$ cat src/rtl/pcie_cpl_tx.sv
// PCIe completion-with-data TX: queues read completions, emits 3DW CplD TLPs.
// Define CPL_DATA_SWAP_EN to byte-swap the payload DW before transmit.
module pcie_cpl_tx #(
  parameter int FIFO_DEPTH = 4
) (
  input  logic        clk,
  input  logic        rst,
  input  logic        req_valid,
  output logic        req_ready,
  input  logic [2:0]  req_tc,
  input  logic [1:0]  req_attr,
  input  logic [15:0] req_reqid,
  input  logic [7:0]  req_tag,
  input  logic [6:0]  req_addr,
  input  logic [31:0] req_data,
  input  logic [7:0]  cfg_bus_number,
  input  logic [4:0]  cfg_device_number,
  input  logic [2:0]  cfg_function_number,
  output logic [63:0] trn_td,
  output logic [7:0]  trn_trem_n,
  output logic        trn_tsof_n,
  output logic        trn_teof_n,
  output logic        trn_tsrc_rdy_n,
  output logic        trn_tsrc_dsc_n,
  input  logic        trn_tdst_rdy_n
);

  localparam int AW = (FIFO_DEPTH > 1) ? $clog2(FIFO_DEPTH) : 1;
  localparam logic [AW:0] DEPTH = (AW+1)'(FIFO_DEPTH);

  typedef struct packed {
    logic [2:0]  tc;
    logic [1:0]  attr;
    logic [15:0] reqid;
    logic [7:0]  tag;
    logic [6:0]  addr;
    logic [31:0] data;
  } ent_t;

  typedef enum logic [1:0] {
    IDLE = 2'd0,
    HDR  = 2'd1,
    DATA = 2'd2
  } state_t;

  state_t state, state_n;

  ent_t            mem [FIFO_DEPTH];
  logic [AW-1:0]   wr_ptr, rd_ptr;
  logic [AW:0]     count;
  logic            ready_en;
  ent_t            in_ent, head, pkt;
  logic [15:0]     cid;
  logic [31:0]     dsw;

  logic empty, full, push, avail, load, fifo_wr, fifo_rd, xfer;

  assign in_ent = '{tc: req_tc, attr: req_attr, reqid: req_reqid,
                    tag: req_tag, addr: req_addr, data: req_data};

  assign empty     = (count == '0);
  assign full      = (count == DEPTH);
  assign req_ready = ready_en & ~full;
  assign push      = req_valid & req_ready;
  // An empty FIFO is bypassed so a fresh request reaches HDR next cycle.
  assign avail     = ~empty | push;
  assign head      = empty ? in_ent : mem[rd_ptr];
  assign fifo_rd   = load & ~empty;
  assign fifo_wr   = push & ~(load & empty);
  assign xfer      = ~trn_tsrc_rdy_n & ~trn_tdst_rdy_n;

  assign trn_trem_n     = 8'h00;
  assign trn_tsrc_dsc_n = 1'b1;

`ifdef CPL_DATA_SWAP_EN
  assign dsw = {pkt.data[7:0], pkt.data[15:8],
                pkt.data[23:16], pkt.data[31:24]};
`else
  assign dsw = pkt.data;
`endif

  // State register
  always_ff @(posedge clk) begin
    if (rst) state <= IDLE;
    else     state <= state_n;
  end

  // Next-state: load a packet on entry to HDR, advance only on transfer
  always_comb begin
    state_n = state;
    load    = 1'b0;
    unique case (state)
      IDLE: begin
        if (avail) begin
          state_n = HDR;
          load    = 1'b1;
        end
      end
      HDR: begin
        if (xfer) state_n = DATA;
      end
      DATA: begin
        if (xfer) begin
          if (avail) begin
            state_n = HDR;
            load    = 1'b1;
          end else begin
            state_n = IDLE;
          end
        end
      end
      default: state_n = IDLE;
    endcase
  end

  // Beat generation from the held packet and completer ID
  always_comb begin
    trn_td         = '0;
    trn_tsof_n     = 1'b1;
    trn_teof_n     = 1'b1;
    trn_tsrc_rdy_n = 1'b1;
    unique case (state)
      HDR: begin
        trn_td = {1'b0, 7'b1001010, 1'b0, pkt.tc, 4'b0000,
                  2'b00, pkt.attr, 2'b00, 10'h001,
                  cid, 3'b000, 1'b0, 12'h004};
        trn_tsof_n     = 1'b0;
        trn_tsrc_rdy_n = 1'b0;
      end
      DATA: begin
        trn_td = {pkt.reqid, pkt.tag, 1'b0, pkt.addr, dsw};
        trn_teof_n     = 1'b0;
        trn_tsrc_rdy_n = 1'b0;
      end
      default: ;
    endcase
  end

  // FIFO pointers, occupancy and post-reset ready enable
  always_ff @(posedge clk) begin
    if (rst) begin
      wr_ptr   <= '0;
      rd_ptr   <= '0;
      count    <= '0;
      ready_en <= 1'b0;
    end else begin
      ready_en <= 1'b1;
      if (fifo_wr) wr_ptr <= wr_ptr + AW'(1);
      if (fifo_rd) rd_ptr <= rd_ptr + AW'(1);
      unique case ({fifo_wr, fifo_rd})
        2'b10:   count <= count + (AW+1)'(1);
        2'b01:   count <= count - (AW+1)'(1);
        default: count <= count;
      endcase
    end
  end

  // FIFO storage
  always_ff @(posedge clk) begin
    if (fifo_wr) mem[wr_ptr] <= in_ent;
  end

  // Held packet and completer ID, captured as HDR is loaded
  always_ff @(posedge clk) begin
    if (rst) begin
      pkt <= '0;
      cid <= '0;
    end else if (load) begin
      pkt <= head;
      cid <= {cfg_bus_number, cfg_device_number, cfg_function_number};
    end
  end

endmodule

$ cat config.mk
export PLATFORM = sky130hd
export DESIGN_NAME = pcie_cpl_tx
export DESIGN_NICKNAME = d
export VERILOG_FILES = /design/src/rtl/pcie_cpl_tx.sv
export SDC_FILE = /design/constraint.sdc
export NUM_CORES = 1
export LEC_CHECK = 0
export CORE_MARGIN = 2
export CORE_UTILIZATION = 43
export CTS_BUF_LIST = sky130_fd_sc_hd__clkbuf_4
export DETAILED_ROUTE_END_ITERATION = 8
export GPL_ROUTABILITY_DRIVEN = 1
export PLACE_DENSITY = 0.6
export SYNTH_ARGS = -nofsm -noshare
export SYNTH_HDL_FRONTEND = slang
export SYNTH_SLANG_ARGS = --single-unit
$ cat constraint.sdc
create_clock -name clk -period 5.15 [get_ports clk]
set_input_delay 0.515 -clock clk [delete_from_list [all_inputs] [get_ports clk]]
set_output_delay 0.515 -clock clk [all_outputs]
set_load 0.02 [all_outputs]
==> results.json, run 1 <==
{
  "clock.fmax_mhz": 253,
  "endpoint_kind": "primary output",
  "ys_seq_area_share_pct": 70.5,
  "die_x_um": 186,
  "maxCapViolCount": 0,
  "min_period_over_period_pct": 76.7,
  "grt_pass1_wl_um": 49300,
  "hpwl_um": 17700,
  "p_per_area_nw_per_um2": 473,
  "yosys-top-cells-area": "edfxtp_1 57%, dfxtp_1 13%, mux4_2 11%",
  "first_global_vias": 8597,
  "cpPeakStageDelay_ns": 0.80,
  "internal_power_mw": 5.90,
  "min-delay-path-class": "in2reg",
  "crit_family": "buffers and inverters",
  "syn_avg_cell_area_um2": 17.3,
  "core_area_um2": 32700,
  "min_period_ns": 3.95,
  "final_max_slew_viol_count": 0,
  "total_power_mw": 8.28,
  "place_congestion": 0.742,
  "vias": 8113,
  "clock_path_buffers": 3,
  "yosysTopAreaCell": "edfxtp_1",
  "setup_viol": 0,
  "cp_cell_sequence": "inv_1 -> ha_1 -> clkinv_1 -> nor2_1 -> clkdlybuf4s50_1",
  "drt_first_pass_iters": 5,
  "grt_overflow": 0,
  "startpoint_type": "flop",
  "dr.first_iter.drc_count": 469,
  "crit_arrival_ns": 3.43,
  "cts_setup_buffers": 0,
  "drive_gt1_share_pct": 22.4,
  "cts_buffers": 90,
  "ctsResizeCount": 0,
  "clock_sinks": 368,
  "die-area_um2": 34800,
  "ys.warnings.count": 0,
  "std_cell_rows": 66,
  "switchingPower_mw": 2.39,
  "nets": 1133,
  "grtUsageMet3_pct": 3.89,
  "worstMarginPinSlew_ns": 1.03,
  "yosysTopAreaCellShare_pct": 57.0,
  "area_growth_syn_to_layout_pct": 22.2,
  "switching_share_pct": 28.8,
  "cp_slowest_cell": "clkinv_1",
  "port_buffers": 154,
  "seqPwrFrac_pct": 47.3,
  "crit_fanout": 27,
  "clockPowerShare_pct": 29.9,
  "track_usage_pct": 18.3,
  "synth.distinct_cells": 41,
  "leakage_nw": 5.92,
  "multi_input_area_um2": 3900,
  "io_pins": 165,
  "setup_tns_ns": 0,
  "combPwrFrac_pct": 22.8,
  "start_util_pct": 43.8,
  "ant_nets": 0,
  "clockRootBuffer": "clkbuf_4",
  "path_clk_slew_ns": 0.06,
  "use_met1_pct": 25.0,
  "via_per_inst": 5.22,
  "grt_start_max_net_pins": 69,
  "grt-busiest-layer": "met2",
  "cts_tree": "done",
  "antenna_found_initial": 1,
  "seq_area_um2": 10100,
  "status": "completed",
  "worstPathRequired_ns": 4.64,
  "wl_per_cell_um": 19.9,
  "drc": 0,
  "ir_drop_v": 0.000274,
  "netlist_area_um2": 14300,
  "cts_hold_buffers": 0,
  "finalWirelength_um": 30900,
  "rsz0062_at_grt": "no",
  "h-tree-depth": 3,
  "fill_cells": 2740,
  "grt.met2_usage_pct": 29.3,
  "clock_skew_ns": 0.0371,
  "syn_inst": 829,
  "relSlewSlack_pct": 30.8,
  "hold_viol": 0,
  "clk_latency_ns": 0.71,
  "worst-path-buf-inv": 3,
  "synth_seq_cells": 368,
  "criticalPathCategory": "reg2out",
  "die_h_um": 186
}
==> layout by cell type (no fill, tap or decap), types with 3 or more instances in the layout <==
cell	instances
a21oi_1	8
a221o_1	68
a22oi_1	21
and2_1	37
and2_4	5
and2b_1	5
buf_4	18
clkbuf_4	141
clkdlybuf4s50_1	154
clkinv_1	19
conb_1	10
dfxtp_1	94
edfxtp_1	272
ha_1	8
inv_1	12
mux2i_1	18
mux4_2	68
nor2_1	52
nor2b_1	64
xor2_1	3
==> per-layer routing <==
layer | vias to the layer above | part of all wire (%)
met4 | 0 | 1.2
met5 | - | 0
li1 | 3721 | -
met2 | 244 | 48
met1 | 4122 | 46
met3 | 26 | 5.1
==> flip-flops by register name (all words and copies together), names as in the netlist, named ones only <==
register	count
state	2
count	3
ready_en	1
pkt	36
wr_ptr	2
rd_ptr	2
dsw	32
cid	16
mem	272
==> worst min-delay path, delay by kind of cell <==
family                 cells  cell delay, ns
buffers and inverters      1            0.40
muxes                      1            0.12
and+or+nand+nor            1            0.05
==> through the flow <==
step / instances / hold slack [ns] / util, % / setup slack, ns / area, um^2
after global placement: 1385 / 0.463 / 49.8 / 1.71 / 16300
after global routing: 1554 / 0.410 / 53.5 / 0.930 / 17500
after CTS: 1553 / 0.372 / 53.5 / 1.01 / 17500
final: 1554 / 0.461 / 53.5 / 1.20 / 17500
after detailed placement: 1385 / 0.463 / 49.8 / 1.68 / 16300
after floorplan: 837 / 0.447 / - / 1.54 / 14400
==> cells by family after synthesis <==
group                    Yosys count  share of synthesized area (%)
other                              2                         0.0524
AO/OA/AOI/OAI                    108                           6.89
flip-flops                       368                           70.5
XOR/XNOR                           4                          0.245
AND/OR/NAND/NOR                  171                           6.62
buffers and inverters             79                           2.78
multiplexers                      87                           12.0
adder cells (fa/ha/maj)           10                          0.926
==> path summary, 6_finish.rpt <==
| check | startpoint | to | slack (ns) | cells after the start |
|---|---|---|---|---|
| worst max-delay path | state[1] | trn_td[29] | 1.20 | 5 |
| worst min-delay path | cfg_function_number[0] | cid[0] | 0.46 | 3 |
| worst max register to register | state[0] | mem[2][7] | 1.99 | 7 |
| worst min register to register | pkt[33] | pkt[33] | 0.48 | 1 |
==> power by group through the flow <==
stage	Sequential [mW]	Combinational, mW	Clock (mW)
final	3.92	1.89	2.48
after global routing	3.98	2.07	2.72
after CTS	3.92	1.92	2.57
after detailed placement	3.98	1.91	0
after global placement	3.98	1.90	0
after floorplan	3.82	1.47	0
==> Yosys cell counts <==
library cell / number
edfxtp_1: 272
dfxtp_1: 96
a221o_1: 68
mux4_2: 68
nor2b_1: 64
nor2_1: 52
and2_1: 42
clkbuf_1: 27
a22oi_1: 21
mux2i_1: 18
buf_2: 14
buf_4: 14
inv_1: 12
ha_1: 9
a21oi_1: 8
buf_1: 6
and2b_1: 5
buf_6: 4
xor2_1: 3
conb_1: 2
nand2_1: 2
o211ai_1: 2
or3_1: 2
a2111oi_4: 1
a2bb2oi_1: 1
a31oi_1: 1
and3_1: 1
and3b_1: 1
clkbuf_2: 1
clkinv_1: 1
fa_1: 1
mux2_2: 1
nor3_1: 1
nor3b_2: 1
o211ai_2: 1
o21a_1: 1
o21ai_0: 1
o21bai_1: 1
o221ai_1: 1
o32ai_1: 1
xnor2_1: 1
==> layout make-up <==
type | instances | area share, %
Sequential cell | 368 | 57.7
Multi-Input combinational cell | 390 | 22.3
Timing Repair Buffer | 172 | 9.58
Clock buffer | 141 | 6.05
Tap cell | 442 | 3.16
Clock inverter | 27 | 0.965
Inverter | 13 | 0.279
Antenna cell | 1 | 0.0143
(Power assumes the default switching activity.)
==> run 2, diff against run 1 <==
clock period = 3.8 ns   (was 5.15 ns; I/O delays follow)
==> run 2 against run 1 <==
Net effect: global-route usage is 0.41 points lower; sequential cell count stayed put; largest power group unchanged; critical path type unchanged; non-clock buffer count is 1 higher; clock-buffer cell count is 12 higher; via count is 0.42% lower; worst hold slack worse by 0.16 ns; sequential share of layout area is 0.49 points lower; critical endpoint is now trn_td[2].
==> results.json, run 2 (synthesis gave the netlist of run 1 again) <==
{
  "status": "completed",
  "final_cell_mix": "272 x edfxtp_1, 154 x clkdlybuf4s50_1, 153 x clkbuf_4",
  "mostFrequentLayoutCell": "edfxtp_1",
  "cts_buffers": 92,
  "min_delay_worst_endpoint": "cid[8]",
  "setup_tns_ns": 0,
  "area_growth_syn_to_layout_pct": 23.3,
  "min_period_over_period_pct": 87.8,
  "io_pins": 165,
  "clock.fmax_mhz": 300,
  "dr.first_iter.drc_count": 602,
  "hold_viol": 0,
  "track_usage_pct": 17.9,
  "cts_hold_buffers": 0,
  "grt_pass1_wl_um": 48500,
  "min_from": "cfg_bus_number[0]",
  "crit_fanout": 66,
  "startpoint_type": "flop",
  "ir_drop_v": 0.000431,
  "clock_path_buffers": 3,
  "die-area_um2": 34800,
  "r2r_start": "state[1]",
  "reg2reg_depth": 12,
  "port_buffers": 154,
  "largest_reg_flops": 272,
  "clock_sinks": 368,
  "relSlewSlack_pct": 27.6,
  "die_h_um": 186,
  "final_max_slew_viol_count": 0,
  "multi_input_area_um2": 3900,
  "rsz0062_at_grt": "no",
  "place_congestion": 0.716,
  "finalWirelength_um": 30800,
  "endpoint_kind": "primary output",
  "grt_overflow": 0,
  "crit_arrival_ns": 2.96,
  "ctsResizeCount": 0,
  "clockRootBuffer": "clkbuf_4",
  "ant_nets": 0,
  "r2r_end": "count[2]",
  "utilization_pct": 54.0,
  "setup_viol": 0,
  "holdPathStages": 3,
  "core_area_um2": 32700,
  "maxCapViolCount": 0,
  "std_cell_rows": 66,
  "p_per_area_nw_per_um2": 644,
  "dp_cells": 1386,
  "worstMarginPinSlew_ns": 1.09,
  "start_util_pct": 43.8,
  "regMostFlops": "mem",
  "seq_area_um2": 10100,
  "hold_ws_ns": 0.301,
  "r2r_slack_ns": 0.84,
  "vias": 8079,
  "min-delay-path-class": "in2reg",
  "finalNonFillerCells": 1562,
  "drc": 0,
  "fill_cells": 2746,
  "worstPathRequired_ns": 3.42,
  "drt_first_pass_iters": 5,
  "nets": 1136,
  "wl_per_cell_um": 19.7,
  "cts_tree": "done",
  "via_per_inst": 5.17,
  "leakage_nw": 5.99,
  "hpwl_um": 16900,
  "criticalPathCategory": "reg2out",
  "clock_skew_ns": 0.0539,
  "first_global_vias": 8538,
  "die_x_um": 186,
  "clk_latency_ns": 0.70,
  "cts_setup_buffers": 0,
  "grt_start_max_net_pins": 69,
  "h-tree-depth": 3,
  "drive_gt1_share_pct": 23.1,
  "min_period_ns": 3.34,
  "path_clk_slew_ns": 0.07,
  "antenna_found_initial": 2
}
## run 2: cell count changes in the layout (fill, tap and decap cells not counted)
cell / previous run / this run
buf_12: 0 / 8
buf_4: 18 / 11
bufinv_16: 2 / 1
clkbuf_4: 141 / 153
clkinv_1: 19 / 17
clkinv_2: 2 / 1
clkinvlp_4: 2 / 1
diode_2: 1 / 2
inv_2: 2 / 0
inv_6: 0 / 1
## run 2: final cells by class
cell class	instances	share of cell area [%]
flip-flops and latches	368	57.2
multi-input cells	390	22.1
repair buffers	173	10.1
clock buffers	153	6.51
well taps	442	3.13
clock inverters	21	0.680
inverters	13	0.276
diodes	2	0.0284
## run 2: worst max path at each step
stage                   start          to  cells after the start
2_1_floorplan        state[0]   mem[0][0]                      7
3_3_place_gp   trn_tdst_rdy_n    count[2]                     11
3_5_place_dp   trn_tdst_rdy_n    count[2]                     11
4_1_cts              state[0]  trn_td[29]                      6
5_1_grt              state[0]  trn_td[54]                      6
6_report             state[0]   trn_td[2]                      6
## run 2: power by group
| group | total, mW | switching, mW | leakage, nW | internal (mW) |
|---|---|---|---|---|
| combinational | 2.63 | 1.32 | 1.98 | 1.31 |
| sequential | 5.32 | 0.410 | 3.25 | 4.91 |
| clock | 3.42 | 1.53 | 0.756 | 1.89 |
## run 2: critical path, stage by stage, from the launching register on
cell and delay, ns:
dfxtp_1 0.33, inv_1 0.10, ha_2 0.19, buf_4 0.59, a21oi_1 0.15, nor2_1 0.22
clkdlybuf4s50_1 0.66
## run 2: per-layer routing
layer  up-vias  track usage, %  wire length (um)
met5         -               0                 0
met4         0            5.28               439
met3        41            4.18              1620
met2       240            28.5             14400
met1      4076            24.7             14300
li1       3722               -                 -
## run 2: metrics by stage
step	setup WS, ns	total power [mW]	cell area (um^2)
after floorplan	0.188	7.18	14400
after global placement	0.762	8.03	16400
after detailed placement	0.733	8.06	16400
after CTS	0.335	11.5	17600
after global routing	0.198	12.0	17700
final	0.462	11.4	17700
==> run 3, diff against run 2 <==
CORE_ASPECT_RATIO = 0.5   (was unset)
==> run 3 against run 2 <==
Net effect: via count rose by 1.1%; sequential cell count unchanged; largest cell class unchanged; sequential power shrank 2%; clock skew down 0.017 ns; utilization shrank 0.85 points; combinational power rose by 5%; power is 2.5% lower; worst hold slack lost 0.067 ns.
==> results.json, run 3 (synthesis gave the netlist of run 1 again) <==
{
  "status": "completed",
  "min_period_over_period_pct": 89.6,
  "relSlewSlack_pct": 45.0,
  "crit_arrival_ns": 3.02,
  "clock.fmax_mhz": 294,
  "min_period_ns": 3.40,
  "h-tree-depth": 3,
  "ant_nets": 0,
  "clock_skew_ns": 0.0368,
  "criticalPathCategory": "reg2out",
  "cts_hold_buffers": 0,
  "cts_buffers": 82,
  "clock_path_buffers": 3,
  "die-area_um2": 34900,
  "endpoint_kind": "primary output",
  "place_congestion": 0.727,
  "min-delay-path-class": "in2reg",
  "regMostFlops": "mem",
  "ctsResizeCount": 0,
  "clock_sinks": 368,
  "clockRootBuffer": "clkbuf_4",
  "path_clk_slew_ns": 0.07,
  "hpwl_um": 19000,
  "finish.instance_area_um2": 17500,
  "wl_met2_um": 15700,
  "die_h_um": 133,
  "wl_met1_um": 15000,
  "port_buffers": 154,
  "final_max_slew_viol_count": 0,
  "worstPathRequired_ns": 3.42,
  "grt_overflow": 0,
  "mostFrequentLayoutCell": "edfxtp_1",
  "cts_tree": "done",
  "io_pins": 165,
  "nets": 1133,
  "wl_per_cell_um": 21.1,
  "track_usage_pct": 19.1,
  "drt_first_pass_iters": 5,
  "total_power_mw": 11.1,
  "setup_tns_ns": 0,
  "grt_start_max_net_pins": 67,
  "worst-path-buf-inv": 3,
  "cts_setup_buffers": 0,
  "ir_drop_v": 0.000323,
  "first_global_vias": 8590,
  "cp_cell_sequence": "inv_1 -> ha_2 -> buf_4 -> a22oi_1 -> nor2_1 -> clkdlybuf4s50_1",
  "maxCapViolCount": 0,
  "cp_slowest_cell": "buf_4",
  "hold_viol": 0,
  "std_cell_rows": 47,
  "crit_family": "buffers and inverters",
  "via_per_inst": 5.29,
  "startpoint_type": "flop",
  "worstMarginPinSlew_ns": 0.825,
  "grt_pass1_wl_um": 50000,
  "top_layer": "met4",
  "start_util_pct": 43.5,
  "clk_latency_ns": 0.76,
  "utilization_pct": 53.1,
  "final_cell_mix": "272 x edfxtp_1, 154 x clkdlybuf4s50_1, 124 x clkbuf_4",
  "vias": 8166,
  "finalWirelength_um": 32700,
  "largest_reg_flops": 272,
  "rsz0062_at_grt": "no",
  "place_area_um2": 16400,
  "dr.first_iter.drc_count": 539,
  "die_x_um": 262,
  "p_per_area_nw_per_um2": 634,
  "cpPeakStageDelay_ns": 0.63,
  "drc": 0,
  "area_growth_syn_to_layout_pct": 22.2,
  "leakage_nw": 5.90,
  "drive_gt1_share_pct": 21.7,
  "antenna_found_initial": 1,
  "setup_viol": 0,
  "crit_fanout": 66,
  "core_area_um2": 32900,
  "wl_met3_um": 1460
}
==> run 3: worst register-to-register path: stages (launching register included) <==
cell	delay, ns
dfxtp_1	0.38
inv_1	0.09
ha_1	0.32
and3b_1	0.36
o211ai_1	0.20
and3_1	0.33
inv_1	0.10
ha_1	0.19
inv_1	0.07
fa_1	0.38
xor2_1	0.16
or3_1	0.31
a21oi_1	0.15
==> run 3: per-stage QoR <==
stage / setup slack [ns] / hold slack, ns / std cells
finish: 0.397 / 0.234 / 1545
CTS: 0.284 / 0.152 / 1544
floorplan: 0.188 / 0.447 / 837
detailed placement: 0.640 / 0.465 / 1392
global placement: 0.720 / 0.461 / 1392
global route: 0.174 / 0.167 / 1545
==> run 3: cell type report <==
class                           instances  area, um^2
Fill cell                            2714       15400
Tap cell                              441         552
Clock inverter                         28         145
Multi-Input combinational cell        390        3900
Timing Repair Buffer                  180        1820
Antenna cell                            1        2.50
Inverter                               13        48.8
Sequential cell                       368       10100
Clock buffer                          124         931
==> run 3: worst paths after layout <==
path                                   startpoint         end  slack, ns  cells after the start
worst max-delay path                     state[0]  trn_td[54]       0.40                      6
worst min-delay path            cfg_bus_number[0]      cid[8]       0.23                      3
worst max register to register           state[0]    count[2]       0.68                     12
worst min register to register            pkt[34]     pkt[34]       0.48                      1
==> run 3: report_power, final <==
group,internal [mW],leakage [nW],switching (mW)
Sequential,4.91,3.25,0.313
Clock,1.57,0.637,1.52
Combinational,1.31,2.01,1.46
Total,7.79,5.90,3.30
==> run 3: routing by layer <==
layer,track usage [%],vias to the layer above
met1,25.9,4200
met3,4.75,43
met5,0,-
li1,-,3720
met2,30.5,203
met4,5.96,0
